[src/rtl/frame_receiver.sv]
// -----------------------------------------------------------------------------
// frame_receiver
//
// Serial receiver for 14-bit frames: one start bit (0), twelve data bits sent
// LSB first, and one stop bit (1). The line is oversampled at CLKS_PER_BIT clk
// cycles per bit. Each bit is sampled at its centre: the start bit is
// re-checked half a bit after the falling edge, and every later bit is sampled
// one full bit period after the previous sample.
//
// Parameters
//   CLKS_PER_BIT : clk cycles per serial bit (4..1023)
//
// Ports
//   clk        : single clock, all state changes on the rising edge
//   reset      : synchronous active-high reset
//   rx_in      : asynchronous serial line, idle high
//   data_word  : last correctly framed word, held until the next good word
//   word_valid : one-cycle pulse, data_word has just been updated
//   frame_err  : one-cycle pulse, the stop bit was sampled low
//   busy       : high whenever the receiver is not idle
// -----------------------------------------------------------------------------
module frame_receiver #(
  parameter int CLKS_PER_BIT = 16
) (
  input  logic        clk,
  input  logic        reset,
  input  logic        rx_in,
  output logic [11:0] data_word,
  output logic        word_valid,
  output logic        frame_err,
  output logic        busy
);

  localparam int CNT_W = $clog2(CLKS_PER_BIT);
  localparam logic [CNT_W-1:0] CNT_MID  = CNT_W'(CLKS_PER_BIT / 2 - 1);
  localparam logic [CNT_W-1:0] CNT_LAST = CNT_W'(CLKS_PER_BIT - 1);

  typedef enum logic [2:0] {
    IDLE,
    START,
    DATA,
    STOP,
    WAIT_HIGH
  } state_t;

  state_t           state_reg;
  logic [1:0]       sync_reg;
  logic [CNT_W-1:0] cnt_reg;
  logic [3:0]       idx_reg;
  logic [11:0]      shift_reg;
  logic             rx_s;

  // Second synchronizer stage is the only view of the line the FSM uses.
  assign rx_s = sync_reg[1];
  assign busy = (state_reg != IDLE);

  always_ff @(posedge clk) begin
    if (reset) begin
      state_reg  <= IDLE;
      sync_reg   <= 2'b11;   // idle-high so reset never looks like a start bit
      cnt_reg    <= '0;
      idx_reg    <= '0;
      shift_reg  <= '0;
      data_word  <= '0;
      word_valid <= 1'b0;
      frame_err  <= 1'b0;
    end else begin
      sync_reg   <= {sync_reg[0], rx_in};
      word_valid <= 1'b0;
      frame_err  <= 1'b0;

      case (state_reg)
        IDLE: begin
          if (!rx_s) begin
            state_reg <= START;
            cnt_reg   <= '0;
          end
        end

        START: begin
          if (cnt_reg == CNT_MID) begin
            cnt_reg <= '0;
            idx_reg <= '0;
            // A line that is high again at mid start bit was only a glitch.
            state_reg <= rx_s ? IDLE : DATA;
          end else begin
            cnt_reg <= cnt_reg + 1'b1;
          end
        end

        DATA: begin
          if (cnt_reg == CNT_LAST) begin
            cnt_reg            <= '0;
            shift_reg[idx_reg] <= rx_s;
            if (idx_reg == 4'd11) begin
              idx_reg   <= '0;
              state_reg <= STOP;
            end else begin
              idx_reg <= idx_reg + 1'b1;
            end
          end else begin
            cnt_reg <= cnt_reg + 1'b1;
          end
        end

        STOP: begin
          if (cnt_reg == CNT_LAST) begin
            cnt_reg <= '0;
            if (rx_s) begin
              data_word  <= shift_reg;
              word_valid <= 1'b1;
              state_reg  <= IDLE;
            end else begin
              frame_err <= 1'b1;
              state_reg <= WAIT_HIGH;
            end
          end else begin
            cnt_reg <= cnt_reg + 1'b1;
          end
        end

        // Hold off until the line recovers so a stuck-low line cannot
        // be mistaken for a stream of start bits.
        WAIT_HIGH: begin
          if (rx_s) begin
            state_reg <= IDLE;
          end
        end

        default: state_reg <= IDLE;
      endcase
    end
  end

endmodule

[config.mk]
export PLATFORM = sky130hd
export DESIGN_NAME = frame_receiver
export DESIGN_NICKNAME = d
export VERILOG_FILES = /design/src/rtl/frame_receiver.sv
export SDC_FILE = /design/constraint.sdc
export NUM_CORES = 1
export LEC_CHECK = 0
export ABC_AREA = 1
export CORE_MARGIN = 4
export CORE_UTILIZATION = 50
export CTS_BUF_LIST = sky130_fd_sc_hd__clkbuf_16
export DETAILED_ROUTE_END_ITERATION = 6
export PLACE_DENSITY = 0.74
export SYNTH_ARGS = -nofsm -noshare
export SYNTH_HDL_FRONTEND = slang
export SYNTH_SLANG_ARGS = --single-unit
export TNS_END_PERCENT = 20
[constraint.sdc]
create_clock -name clk -period 1.39 [get_ports clk]
set_input_delay 0.278 -clock clk [delete_from_list [all_inputs] [get_ports clk]]
set_output_delay 0.278 -clock clk [all_outputs]
set_load 0.1 [all_outputs]
==> impl_results.md <==
- Clock sink total: 39
- Pre-CTS setup slack: -0.1256 ns
- P_sw: 1.879 mW
- RSZ-0062 raised after global routing: true
- Failing checks: setup timing
- Synth area leader: dfxtp_1
- Sw Share: 0.3971
- CP Cell Sequence: inv_4, nor2_4, nand2_4, nor2_4, nand4_1, a21oi_1
- Die height: 68.67 µm
- Largest family of logic cells by synthesized area: simple AND/OR/NAND/NOR gates
- Hold WC Path Type: flop to flop
- Vias/cell: 5.580
- Cell-internal power: 2.853 mW
- #FFs+latches synth: 39
- Leakage power: 1.071 nW
- Synth unique cells: 28
- Vias in the first global route: 1,661
- Port buffer count: 17
- # rows: 21
- Relative slew slack: 0.6378
- Crit share post-route: 1.019
- Seq pwr share: 0.300
- Antenna violations before repair: 0
- Syn avg cell area: 7.512 µm²
- Reg2Reg Depth: 6
- Critical Path Most Common Cell: nor2_4
- Mapped Area: 0.001841 mm²
- Run status: complete, but fails checks
- Post-synth EDFFs: 0
- Post-synth ARST share: 0
- Core Region: 0.003442 mm²
- Prevailing post-synth register cell: dfxtp_1
- Hpwl dp: 2650 µm
- H-tree depth: 2
- GRT Util Overall: 0.2134
- ANT cells: 0
- Drt total wl: 4959 µm
- Effective utilization at floorplan: 0.5347
- Final Hold Viols: 0
- Clk_lat worst skew: 0.28 ns
- Post-synthesis compound-gate area fraction: 0.1067
- Startpoint types: flop
- Max Clk Rate: 705.9 MHz
- Synth top area cells: dfxtp_1 42%, nor2_1 9.6%, nand2_1 8.0%, nand3_1 5.7%, o21ai_0 4.9%
- Via Count: 1,847
- Post-Syn Nets: 253
- Req. time, crit path: 1.60 ns
- Register area share after synthesis: 0.4242
- WL per Instance: 14.98 µm
- First-pass GRT wire length: 7383 µm
- Die ar.: 0.004716 mm²
- Max_cap viols: 0
- Final nets: 292
- CTS tree: yes
- Largest net degree at the start of global routing: 25
- Setup ws final: -0.02656 ns
- Area after DPL: 0.002260 mm²
- Gate power share: 0.432
- Layout cells sized above 1: 0.2842
- Area growth from synthesis to layout: 42.56%
- Clk buf depth: 2
- Critical Path Sink Type: flop
- Skew final: 0.003009 ns
- Worst hold margin: 0.4131 ns
- Num CTS Buffers: 5
- Pre-antenna DRT Iters: 4
- ANT nets after route: 0
- Worst slew pin tran: 0.5413 ns
- CP Class: flop to flop
- Critical Path AT: 1.62 ns
- Synth top cells by count: 47 x nor2_1, 39 x dfxtp_1, 39 x nand2_1, 21 x nand3_1, 18 x o21ai_0
- Clock share of power: 0.267
- Synth Area in Adders: 0.03399
- Mux cell area share after synthesis: 0
- Pwr dens: 1803 mW/mm²
- Simple-gate share of the synthesized area: 0.3399
- IR drop worst, VDD: 2.455 mV
- Area share of the largest cell type after synthesis: 0.4242
- Xor/xnor share of the synthesized area: 0.01428
- Die width: 68.67 µm
- Fin area: 0.002624 mm²
- Most numerous cell in the Yosys netlist: nor2_1
- Synthesized instance count: 245
- CP max stage delay: 0.39 ns
- Min cycle time layout: 1.417 ns
- Final GP Congestion: 0.8813
- Final max-slew violation count: 0
- Reg clk slew, reported paths: 0.06 ns
- I/O pin count: 18
- Root Driver: clkbuf_16
- Crit-path slowest cell: dfxtp_4
- Setup violations, final: 2
- Hold Path Cell Cnt: 1
- Critical-path maximum fanout: 12
- Yosys warns: 0
- DRT iter0 DRCs: 164
- Post-route setup TNS: -0.03926 ns
- Overflow left after global routing: 0
- # DRC: 0
-- per-layer routing --
layer	vias to the layer above	GRT usage	wire length (µm)
met2	80	0.3683	2529
met4	0	0.1017	122
met5	-	0	0
met3	14	0.06321	360
li1	897	-	-
met1	856	0.2380	1946
-- worst max-delay path, delay by kind of cell, from the launching register on --
kind / cells / cell delay, ns
compound gates: 1 / 0.19
flops: 1 / 0.39
simple gates: 4 / 0.72
buf+inv: 1 / 0.04
-- final timing paths --
kind	to	slack (ns)	startpoint
worst max-delay path	shift_reg[4]	-0.03	state_reg[1]
worst min-delay path	sync_reg[1]	0.41	sync_reg[0]
worst max register to register	shift_reg[4]	-0.03	state_reg[1]
worst min register to register	sync_reg[1]	0.41	sync_reg[0]
-- power groups by stage --
stage	clock [mW]	sequential (mW)	combinational, mW
finish	1.26	1.42	2.05
global route	1.34	1.44	2.23
CTS	1.28	1.39	1.68
detailed placement	0	1.38	1.62
global placement	0	1.38	1.60
floorplan	0	1.36	1.16
-- cell usage in the layout (no fill, tap or decap), types with 5 or more instances in the layout --
| master | Yosys | layout |
|---|---|---|
| dfxtp_1 | 39 | 32 |
| dfxtp_2 | 0 | 5 |
| a21oi_1 | 17 | 17 |
| nand2_1 | 39 | 36 |
| o21ai_0 | 18 | 16 |
| nand4_1 | 11 | 11 |
| nor2_1 | 47 | 43 |
| nand3_1 | 21 | 19 |
| buf_12 | 0 | 17 |
| inv_4 | 0 | 5 |
| clkbuf_16 | 0 | 5 |
| inv_1 | 16 | 15 |
| buf_4 | 0 | 17 |
-- metrics by stage --
step                      total power, mW  instances  utilization
after CTS                           4.348        324       0.7165
after floorplan                     2.517        245            -
after detailed placement            3.001        314       0.6565
after global placement              2.977        314       0.6565
final                               4.731        331       0.7623
after global routing                5.004        331       0.7623
-- cell families after synthesis --
kind of cell | after synthesis
and+or+nand+nor | 131
buffers and inverters | 29
xor gates and xnor gates | 3
adders and majority gates | 5
DFF | 39
AOI/OAI and AO/OA | 38
-- timing repair --
action / in CTS / in global routing
gates cloned: 2 / 2
hold buffers: 0 / 0
hold endpoints to repair: 0 / 0
buffers inserted: 0 / 5
setup endpoints to repair: 25 / 32
pin swaps: 5 / 9
resized for setup: 15 / 22
-- layout make-up --
type / instances / area [µm²]
Sequential cell: 39 / 794.5
Timing Repair inverter: 1 / 6.256
Multi-Input combinational cell: 180 / 1012
Fill cell: 238 / 818.3
Clock inverter: 3 / 38.79
Clock buffer: 5 / 125.1
Inverter: 20 / 90.09
Tap cell: 46 / 57.56
Timing Repair Buffer: 37 / 499.2
(Power assumes the default switching activity.)
